===== src/rtl/decstage_pipe_if.sv =====
// Decode-stage bundle: upstream instruction handshake, write-back port and ID/EX outputs.
// The slave modport is the decode stage; the master modport is the surrounding pipeline.
interface decstage_pipe_if #(
   parameter int DATA_W = 32
);
   logic              In_valid;
   logic              In_ready;
   logic [31:0]       Instr;
   logic              Instr_is_load;
   logic              Rt_used;
   logic              RF_B_sel;
   logic [1:0]        Immed_mode;
   logic              RF_WrEn;
   logic [4:0]        RF_WrAddr;
   logic [DATA_W-1:0] ALU_out;
   logic [DATA_W-1:0] MEM_out;
   logic              RF_WrData_sel;
   logic              Flush;
   logic              Out_valid;
   logic              Out_ready;
   logic [DATA_W-1:0] RF_A;
   logic [DATA_W-1:0] RF_B;
   logic [DATA_W-1:0] Immed;
   logic [4:0]        Out_rt;
   logic              Out_is_load;
   logic              Hazard;

   modport master (
      output In_valid, Instr, Instr_is_load, Rt_used, RF_B_sel, Immed_mode,
             RF_WrEn, RF_WrAddr, ALU_out, MEM_out, RF_WrData_sel, Flush, Out_ready,
      input  In_ready, Out_valid, RF_A, RF_B, Immed, Out_rt, Out_is_load, Hazard
   );

   modport slave (
      input  In_valid, Instr, Instr_is_load, Rt_used, RF_B_sel, Immed_mode,
             RF_WrEn, RF_WrAddr, ALU_out, MEM_out, RF_WrData_sel, Flush, Out_ready,
      output In_ready, Out_valid, RF_A, RF_B, Immed, Out_rt, Out_is_load, Hazard
   );
endinterface


===== src/rtl/decstage_pipe.sv =====
// MIPS decode stage: field decode, 2R1W register file with write-back bypass, immediate extension.
// One cycle into the ID/EX register; stalls while Out_ready is low, one-cycle bubble on load-use.
module decstage_pipe #(
   parameter int DATA_W  = 32,
   parameter int R0_ZERO = 1
) (
   input  logic           Clk,
   input  logic           Reset,
   decstage_pipe_if.slave bus
);
   logic [DATA_W-1:0] rf [32];

   logic [4:0]        rs_f;
   logic [4:0]        rt_f;
   logic [4:0]        rd_f;
   logic [4:0]        rb_addr;
   logic [15:0]       imm;
   logic [5:0]        opcode_unused;

   logic [DATA_W-1:0] wr_data;
   logic              wr_ok;
   logic [DATA_W-1:0] rd_a;
   logic [DATA_W-1:0] rd_b;
   logic [DATA_W-1:0] imm_sx;
   logic [DATA_W-1:0] imm_zx;
   logic [DATA_W-1:0] imm_ext;

   logic              hazard;
   logic              rt_nonzero;
   logic              advance;
   logic              take;

   logic              out_valid_q;
   logic              out_is_load_q;
   logic [4:0]        out_rt_q;
   logic [DATA_W-1:0] rf_a_q;
   logic [DATA_W-1:0] rf_b_q;
   logic [DATA_W-1:0] immed_q;

   assign rs_f    = bus.Instr[25:21];
   assign rt_f    = bus.Instr[20:16];
   assign rd_f    = bus.Instr[15:11];
   assign imm     = bus.Instr[15:0];
   assign rb_addr = bus.RF_B_sel ? rt_f : rd_f;

   // The opcode is decoded by the control unit, not here.
   assign opcode_unused = bus.Instr[31:26];

   assign wr_data = bus.RF_WrData_sel ? bus.MEM_out : bus.ALU_out;
   assign wr_ok   = bus.RF_WrEn && !((R0_ZERO != 0) && (bus.RF_WrAddr == 5'd0));

   always_ff @(posedge Clk) begin
      if (Reset) begin
         for (int i = 0; i < 32; i++) begin
            rf[i] <= '0;
         end
      end else if (wr_ok) begin
         rf[bus.RF_WrAddr] <= wr_data;
      end
   end

   always_comb begin
      rd_a = rf[rs_f];
      if (wr_ok && (bus.RF_WrAddr == rs_f)) begin
         rd_a = wr_data;
      end
      if ((R0_ZERO != 0) && (rs_f == 5'd0)) begin
         rd_a = '0;
      end
   end

   always_comb begin
      rd_b = rf[rb_addr];
      if (wr_ok && (bus.RF_WrAddr == rb_addr)) begin
         rd_b = wr_data;
      end
      if ((R0_ZERO != 0) && (rb_addr == 5'd0)) begin
         rd_b = '0;
      end
   end

   assign imm_sx = {{(DATA_W-16){imm[15]}}, imm};
   assign imm_zx = {{(DATA_W-16){1'b0}}, imm};

   always_comb begin
      case (bus.Immed_mode)
         2'b00:   imm_ext = imm_sx;
         2'b01:   imm_ext = imm_zx;
         2'b10:   imm_ext = imm_zx << 16;
         default: imm_ext = imm_sx << 2;
      endcase
   end

   // A load into r0 never produces a real dependency when r0 is hardwired.
   assign rt_nonzero = (R0_ZERO == 0) || (out_rt_q != 5'd0);
   assign hazard     = out_valid_q && out_is_load_q && rt_nonzero && bus.In_valid &&
                       ((out_rt_q == rs_f) || (bus.Rt_used && (out_rt_q == rt_f)));

   assign advance = !out_valid_q || bus.Out_ready;
   assign take    = bus.In_valid && advance && !hazard && !bus.Flush;

   always_ff @(posedge Clk) begin
      if (Reset) begin
         out_valid_q   <= 1'b0;
         out_is_load_q <= 1'b0;
         out_rt_q      <= '0;
         rf_a_q        <= '0;
         rf_b_q        <= '0;
         immed_q       <= '0;
      end else if (bus.Flush) begin
         out_valid_q   <= 1'b0;
         out_is_load_q <= 1'b0;
      end else if (take) begin
         out_valid_q   <= 1'b1;
         out_is_load_q <= bus.Instr_is_load;
         out_rt_q      <= rt_f;
         rf_a_q        <= rd_a;
         rf_b_q        <= rd_b;
         immed_q       <= imm_ext;
      end else if (advance) begin
         // Covers both the load-use bubble and an empty input slot.
         out_valid_q   <= 1'b0;
         out_is_load_q <= 1'b0;
      end
   end

   assign bus.In_ready    = advance && !hazard && !bus.Flush;
   assign bus.Hazard      = hazard;
   assign bus.Out_valid   = out_valid_q;
   assign bus.Out_is_load = out_is_load_q;
   assign bus.Out_rt      = out_rt_q;
   assign bus.RF_A        = rf_a_q;
   assign bus.RF_B        = rf_b_q;
   assign bus.Immed       = immed_q;
endmodule


===== src/flat_wrapper.sv =====
// flat-port wrapper written by rule: the top's interface ports become plain ports
module decstage_pipe_flat 
#(
   parameter int DATA_W  = 32,
   parameter int R0_ZERO = 1
)
  (Clk, Reset, bus_In_valid, bus_Instr, bus_Instr_is_load, bus_Rt_used, bus_RF_B_sel, bus_Immed_mode, bus_RF_WrEn, bus_RF_WrAddr, bus_ALU_out, bus_MEM_out, bus_RF_WrData_sel, bus_Flush, bus_Out_ready, bus_In_ready, bus_Out_valid, bus_RF_A, bus_RF_B, bus_Immed, bus_Out_rt, bus_Out_is_load, bus_Hazard);
  decstage_pipe_if #(.DATA_W(DATA_W)) bus_i ();
  input  logic Clk;
  input  logic Reset;
  input wire logic [$bits(bus_i.In_valid)-1:0] bus_In_valid;
  input wire logic [$bits(bus_i.Instr)-1:0] bus_Instr;
  input wire logic [$bits(bus_i.Instr_is_load)-1:0] bus_Instr_is_load;
  input wire logic [$bits(bus_i.Rt_used)-1:0] bus_Rt_used;
  input wire logic [$bits(bus_i.RF_B_sel)-1:0] bus_RF_B_sel;
  input wire logic [$bits(bus_i.Immed_mode)-1:0] bus_Immed_mode;
  input wire logic [$bits(bus_i.RF_WrEn)-1:0] bus_RF_WrEn;
  input wire logic [$bits(bus_i.RF_WrAddr)-1:0] bus_RF_WrAddr;
  input wire logic [$bits(bus_i.ALU_out)-1:0] bus_ALU_out;
  input wire logic [$bits(bus_i.MEM_out)-1:0] bus_MEM_out;
  input wire logic [$bits(bus_i.RF_WrData_sel)-1:0] bus_RF_WrData_sel;
  input wire logic [$bits(bus_i.Flush)-1:0] bus_Flush;
  input wire logic [$bits(bus_i.Out_ready)-1:0] bus_Out_ready;
  output wire logic [$bits(bus_i.In_ready)-1:0] bus_In_ready;
  output wire logic [$bits(bus_i.Out_valid)-1:0] bus_Out_valid;
  output wire logic [$bits(bus_i.RF_A)-1:0] bus_RF_A;
  output wire logic [$bits(bus_i.RF_B)-1:0] bus_RF_B;
  output wire logic [$bits(bus_i.Immed)-1:0] bus_Immed;
  output wire logic [$bits(bus_i.Out_rt)-1:0] bus_Out_rt;
  output wire logic [$bits(bus_i.Out_is_load)-1:0] bus_Out_is_load;
  output wire logic [$bits(bus_i.Hazard)-1:0] bus_Hazard;
  assign bus_i.In_valid = bus_In_valid;
  assign bus_i.Instr = bus_Instr;
  assign bus_i.Instr_is_load = bus_Instr_is_load;
  assign bus_i.Rt_used = bus_Rt_used;
  assign bus_i.RF_B_sel = bus_RF_B_sel;
  assign bus_i.Immed_mode = bus_Immed_mode;
  assign bus_i.RF_WrEn = bus_RF_WrEn;
  assign bus_i.RF_WrAddr = bus_RF_WrAddr;
  assign bus_i.ALU_out = bus_ALU_out;
  assign bus_i.MEM_out = bus_MEM_out;
  assign bus_i.RF_WrData_sel = bus_RF_WrData_sel;
  assign bus_i.Flush = bus_Flush;
  assign bus_i.Out_ready = bus_Out_ready;
  assign bus_In_ready = bus_i.In_ready;
  assign bus_Out_valid = bus_i.Out_valid;
  assign bus_RF_A = bus_i.RF_A;
  assign bus_RF_B = bus_i.RF_B;
  assign bus_Immed = bus_i.Immed;
  assign bus_Out_rt = bus_i.Out_rt;
  assign bus_Out_is_load = bus_i.Out_is_load;
  assign bus_Hazard = bus_i.Hazard;
  decstage_pipe #(.DATA_W(DATA_W), .R0_ZERO(R0_ZERO)) u_core (.Clk(Clk), .Reset(Reset), .bus(bus_i));
endmodule

===== config.mk =====
export PLATFORM = sky130hd
export DESIGN_NAME = decstage_pipe_flat
export DESIGN_NICKNAME = d
export VERILOG_FILES = /design/src/rtl/decstage_pipe_if.sv /design/src/rtl/decstage_pipe.sv /design/src/flat_wrapper.sv
export SDC_FILE = /design/constraint.sdc
export NUM_CORES = 2
export LEC_CHECK = 0
export ABC_CLOCK_PERIOD_IN_PS = 11000
export CORE_ASPECT_RATIO = 0.9
export CORE_MARGIN = 5
export CORE_UTILIZATION = 40
export CTS_CLUSTER_DIAMETER = 80
export DETAILED_ROUTE_END_ITERATION = 6
export HOLD_SLACK_MARGIN = 0.1
export SLEW_MARGIN = 20
export SYNTH_ARGS = -nofsm -noshare
export SYNTH_HDL_FRONTEND = slang
export SYNTH_SLANG_ARGS = --single-unit

===== constraint.sdc =====
create_clock -name Clk -period 11 [get_ports Clk]
set_clock_uncertainty 0.2 [all_clocks]
set_input_delay 2.2 -clock Clk [delete_from_list [all_inputs] [get_ports Clk]]
set_output_delay 2.2 -clock Clk [all_outputs]
set_load 0.005 [all_outputs]

; ---- Word level (Yosys, flattened, before mapping)
; Memories as Yosys holds them, arrays and structs flattened.
; Cells that the tools add are included.
[word_totals]
reg_bits = 103
memories = 1
mem_bits_rw = 1024
in_bits = 113
elab_cells = 60
output_inout_bits = 105
[op_classes]
eq_ne = 6
n_bitwise = 1
n_reduce_logical = 28
muxes = 18
[mem_list]
columns = memory, depth, width, read_ports, rd_clocked_by_memory_dff, write_ports, line
row1 = u_core.rf, 32, 32, 2, 0, 32, decstage_pipe.sv:11  ; logic [DATA_W-1:0] rf [32];
[op_table]
columns = op, count
row1 = $mux 32, 6
row2 = $pmux 32 s3, 1
row3 = $reduce_or 32->1, 1
row4 = $eq 5x5->1, 4
row5 = $logic_not 5->1, 3
row6 = $logic_and 1x1->1, 13
row7 = $mux 5, 2
row8 = $mux 1, 9
row9 = $reduce_bool 5->1, 1
row10 = $logic_not 1->1, 4
row11 = $eq 2x1->1 const B, 1
row12 = $eq 2x2->1 const B, 1
row13 = $logic_not 2->1, 1
row14 = $logic_or 1x1->1, 2
row15 = $reduce_and 2->1, 1
row16 = $reduce_bool 2->1, 1
row17 = $reduce_or 2->1, 1
row18 = $not 1->1, 1

; ---- Logic depth before layout (Yosys ltp)
[depth]
ltp_word = 8
ltp_mapped = 11
ltp_nobuf = 6

; ---- Worst setup path after synthesis
; Ideal clock, no wire load.
[synth_path]
path_kind = input -> output
from = input port bus_Instr[21]
to = output port bus_In_ready
stages = 6
arrival_ns = 3.145
setup_slack_ns = 5.455
n_path_buf = 1
cell_sequence = clkbuf_1 > xnor2_1 > nand3_1 > o22ai_1 > and2_1 > nor3_1
[synth_via]
elab_chain_cells = 6
[synth_lines]
columns = item, line
row1 = "start, declared", flat_wrapper.sv:12  ; input wire logic [$bits(bus_i.Instr)-1:0] bus_Instr;
row2 = $eq 5x5->1, decstage_pipe.sv:97  ; ((out_rt_q == rs_f) || (bus.Rt_used && (out_rt_q == rt_f)));
row3 = $logic_or 1x1->1, decstage_pipe.sv:97
row4 = $logic_and 1x1->1, decstage_pipe.sv:96  ; assign hazard = out_valid_q && out_is_load_q && rt_nonzero && bus.In_valid &&
row5 = net bus_Hazard, flat_wrapper.sv:31  ; output wire logic [$bits(bus_i.Hazard)-1:0] bus_Hazard;
row6 = $logic_not 1->1, decstage_pipe.sv:127  ; assign bus.In_ready = advance && !hazard && !bus.Flush;
row7 = $logic_and 1x1->1 (2 in a row), decstage_pipe.sv:127
row8 = "end, declared", flat_wrapper.sv:24  ; output wire logic [$bits(bus_i.In_ready)-1:0] bus_In_ready;
; The timed path passes the listed nets, and every way through them passes these cells.

; ---- Worst setup path in the final report
[layout_path]
from = input port bus_Instr[18]
to = output port bus_In_ready
[layout_via]
elab_chain_cells = 7
[layout_lines]
columns = item, line
row1 = $eq 5x5->1, decstage_pipe.sv:97
row2 = $logic_and 1x1->1, decstage_pipe.sv:97
row3 = $logic_or 1x1->1, decstage_pipe.sv:97
row4 = $logic_and 1x1->1, decstage_pipe.sv:96
row5 = $logic_not 1->1, decstage_pipe.sv:127
row6 = $logic_and 1x1->1 (2 in a row), decstage_pipe.sv:127
; Every way passes these cells.

==> summary.md <==
| Metric | Value |
|---|---|
| Ranking of synthesized cells by area | edfxtp_1 (55%), mux4_2 (18%), nor2_1 (7.5%), dfxtp_1 (3.7%), nand2_1 (2.9%) |
| Die Height | 366 um |
| Largest net degree at the start of global routing | 149 |
| Rows | 130 |
| GRT Util Overall | 29.0% |
| FF+latch area | 32800 um2 |
| Status | complete, but fails checks |
| Fillers | 12331 |
| P_leak | 0.0213 uW |
| H-Tree Depth | 3 |
| Min Clock Period, post-route | 6900 ps |
| Count of cell types in the netlist | 56 |
| Vias in the first global route | 40216 |
| Critical-path maximum fanout | 7 |
| Cts repair resizes | 0 |
| Critical path's slowest cell | clkdlybuf4s50_1 |
| Commonest cells in the netlist | nor2_1 (1120), edfxtp_1 (1024), mux4_2 (442) |
| Hold path startpoint | u_core.bus.Immed[31] |
| Most instantiated library cell after synthesis | nor2_1 |
| Nets | 4520 |
| Clock Latency Late Sink | 750 ps |
| Global-route wire length before repair | 304 mm |
| RSZ-0062 raised after global routing | false |
| Die ar. | 148000 um2 |
| Pre-antenna DRT Iters | 7 |
| CTS Buf Count | 116 |
| WHS Endpoint | u_core.bus.Immed[31] |
| Setup WS post-layout | 4100 ps |
| Layout cells sized above 1 | 19.4% |
| PnR Total Power | 10600 uW |
| Violated checks | DRC |
| Peak supply drop | 0.124 mV |
| Yosys warning count | 0 |
| Reg2reg end | u_core.bus.RF_B[31] |
| CP top delay family | buffers and inverters |
| Setup violators final | 0 |
| Initial antenna violation count | 12 |
| Setup_tns | 0 ps |
| Crit-path cells | clkdlybuf4s50_1, xnor2_1, nand4_1, o22ai_1, and2_1, nor3_1, clkdlybuf4s50_1 |
| Biggest cell delay along the critical path | 760 ps |
| CTS tree | done |
| Top-area cell type share of the netlist area | 54.7% |
| Placeable Area | 140000 um2 |
| WL/cell | 34.4 um |
| Placed cells | 6128 |
| Post-route DRC violation count | 8 |
| IO Port Bufs | 211 |
| CP required | 8600 ps |
| Chip width | 405 um |
| Vias | 42138 |
| Final wirelength | 219 mm |
| CTS max path bufs | 3 |
| Root buf cell | clkbuf_16 |
| Final antenna-violating net count | 0 |
| Cell mode on critical path | clkdlybuf4s50_1 |
| Final Core Density | 46.4% |
| Initial core utilization | 40.3% |
| Worst r2r path cells | 7 |
| Routed vias/inst | 6.63 |
| Io pins | 218 |
| Pwr/cell area | 164 nW/um2 |
| Final Max Slew Viols | 0 |
| Detailed placement HPWL | 122 mm |
| Worst path bufs/invs | 2 |
| Dpl ws | 3980 ps |
| Gate Count Post-Synth | 4374 |
| Seq/Total Area, Yosys | 58.4% |
| Number of synthesized register bits | 1127 |
| CP endpoint kind | primary output |
| FF-to-FF Start | u_core.bus.Out_valid |
| Clock transition at the registers of the reported paths | 60 ps |
| Yosys top cell by area | edfxtp_1 |
| Classification of the worst setup path | input pin to primary output |
| Mapped cell area | 56200 um2 |
| Max-cap violations | 0 |
| GRT overflow | 0 |
| Post-CTS setup buffers | 0 |
| CTS sink cnt | 1127 |
| Worst relative slew slack | 21.2% |
| Async SR Flop Fraction | 0% |
| Post-synth EDFFs | 1024 |
| CP arrival | 4500 ps |
| Startpoint type of the worst setup path | input pin |
| Number of DRC markers in iteration 0 | 7166 |
| Tightest Hold Check Type | flop to flop |
| Multi-input combinational cell area | 22300 um2 |
| GPL Wtd Cong | 0.852 |
| Hold Crit Depth | 2 |
| Syn_area_per_cell | 12.9 um2 |
| Critical path origin | bus_Instr[18] |
| Non-Filler Instances | 6360 |
| Layout area overhead | 15.1% |
| Fmax | 145 MHz |
| Final hold violation count | 0 |
| Period utilization | 62.8% |
| Worst-margin pin slew | 1180 ps |
| Top FF cell, synth | edfxtp_1 |
| Hold buffers post-CTS | 0 |
| R2R setup slack | 7270 ps |
[flip-flops by register name, summed over array words and instances, names as in the netlist]
name	flops
u_core.bus.RF_B	32
u_core.rf	1024
u_core.bus.Out_rt	5
u_core.bus.Out_valid	1
u_core.bus.Immed	32
u_core.bus.RF_A	32
u_core.bus.Out_is_load	1
[where the power goes]
group / switching (uW) / leakage, uW / internal (uW)
Sequential: 132 / 0.0106 / 4910
Clock: 1760 / 0.00188 / 2300
Combinational: 899 / 0.00882 / 582
[stage by stage]
stage | hold WS [ps] | instance area, um2
2_1_floorplan | 248 | 56300
3_3_place_gp | 242 | 60500
3_5_place_dp | 251 | 60600
4_1_cts | 259 | 64500
5_1_grt | 289 | 64700
6_report | 257 | 64700
[how the worst max path moves through the flow]
stage,depth (start not counted),endpoint
final,7,bus_In_ready
after global routing,7,bus_In_ready
after CTS,7,bus_In_ready
after detailed placement,8,u_core.bus.RF_B[23]
after global placement,8,u_core.bus.RF_B[23]
after floorplan,6,bus_In_ready
[cell type report]
type,count,share of cell area (%)
antenna,3,0.0116
clock buffer,179,5.21
clock inverter,41,0.739
inverter,4,0.0271
multi-input combinational,2811,34.5
sequential,1127,50.7
tap,1848,3.57
timing repair buffer,347,5.21
[layer usage]
layer	wire length, um	up-vias	share of wire (%)	track usage [%]
met5	11	-	0.0050	0
met4	10400	2	4.8	11.3
met3	35000	606	16	9.79
met2	93500	3711	43	42.8
met1	79800	21295	36	39.9
li1	-	16524	-	-
[cell families (layout without fill, tap and decap cells)]
kind of cell	count (synthesis)	after routing	share of synthesized area, %
DFF	1127	1127	58.4
and+or+nand+nor	1705	1705	11.9
other	1	35	0.00667
xor gates and xnor gates	20	20	0.312
AOI/OAI and AO/OA	492	492	6.25
muxes	562	562	19.9
buffers and inverters	467	571	3.35
[worst min-delay path: cells and delay by family, from the launching register on]
kind	cells	cell delay, ps
DFF	1	310
AOI/OAI and AO/OA	1	50
and+or+nand+nor	1	50
[cell usage in the layout, fill, tap and decap left out, drive strengths merged, types with 4 or more instances in the layout]
| master | Yosys | routed |
|---|---|---|
| a221oi | 16 | 16 |
| mux2i | 116 | 116 |
| mux4 | 442 | 442 |
| a21oi | 100 | 100 |
| inv | 4 | 13 |
| a31oi | 45 | 45 |
| nor3 | 41 | 41 |
| and3b | 4 | 4 |
| conb | 1 | 32 |
| a211oi | 16 | 16 |
| nor2 | 1120 | 1120 |
| o32a | 6 | 6 |
| nand3b | 4 | 4 |
| clkdlybuf4s50 | 0 | 204 |
| o211ai | 44 | 44 |
| bufinv | 0 | 8 |
| buf | 110 | 143 |
| clkbuf | 353 | 179 |
| mux2 | 4 | 4 |
| nor2b | 4 | 4 |
| a2111oi | 46 | 46 |
| a32oi | 44 | 44 |
| and2 | 4 | 4 |
| xnor2 | 17 | 17 |
| edfxtp | 1024 | 1024 |
| o221ai | 70 | 70 |
| nor4 | 4 | 4 |
| nand2 | 439 | 439 |
| o22a | 22 | 22 |
| o22ai | 31 | 31 |
| dfxtp | 103 | 103 |
| clkinv | 0 | 24 |
| nand3 | 69 | 69 |
| o21ai | 45 | 45 |
Note: power is estimated with default switching activity, not from simulation.
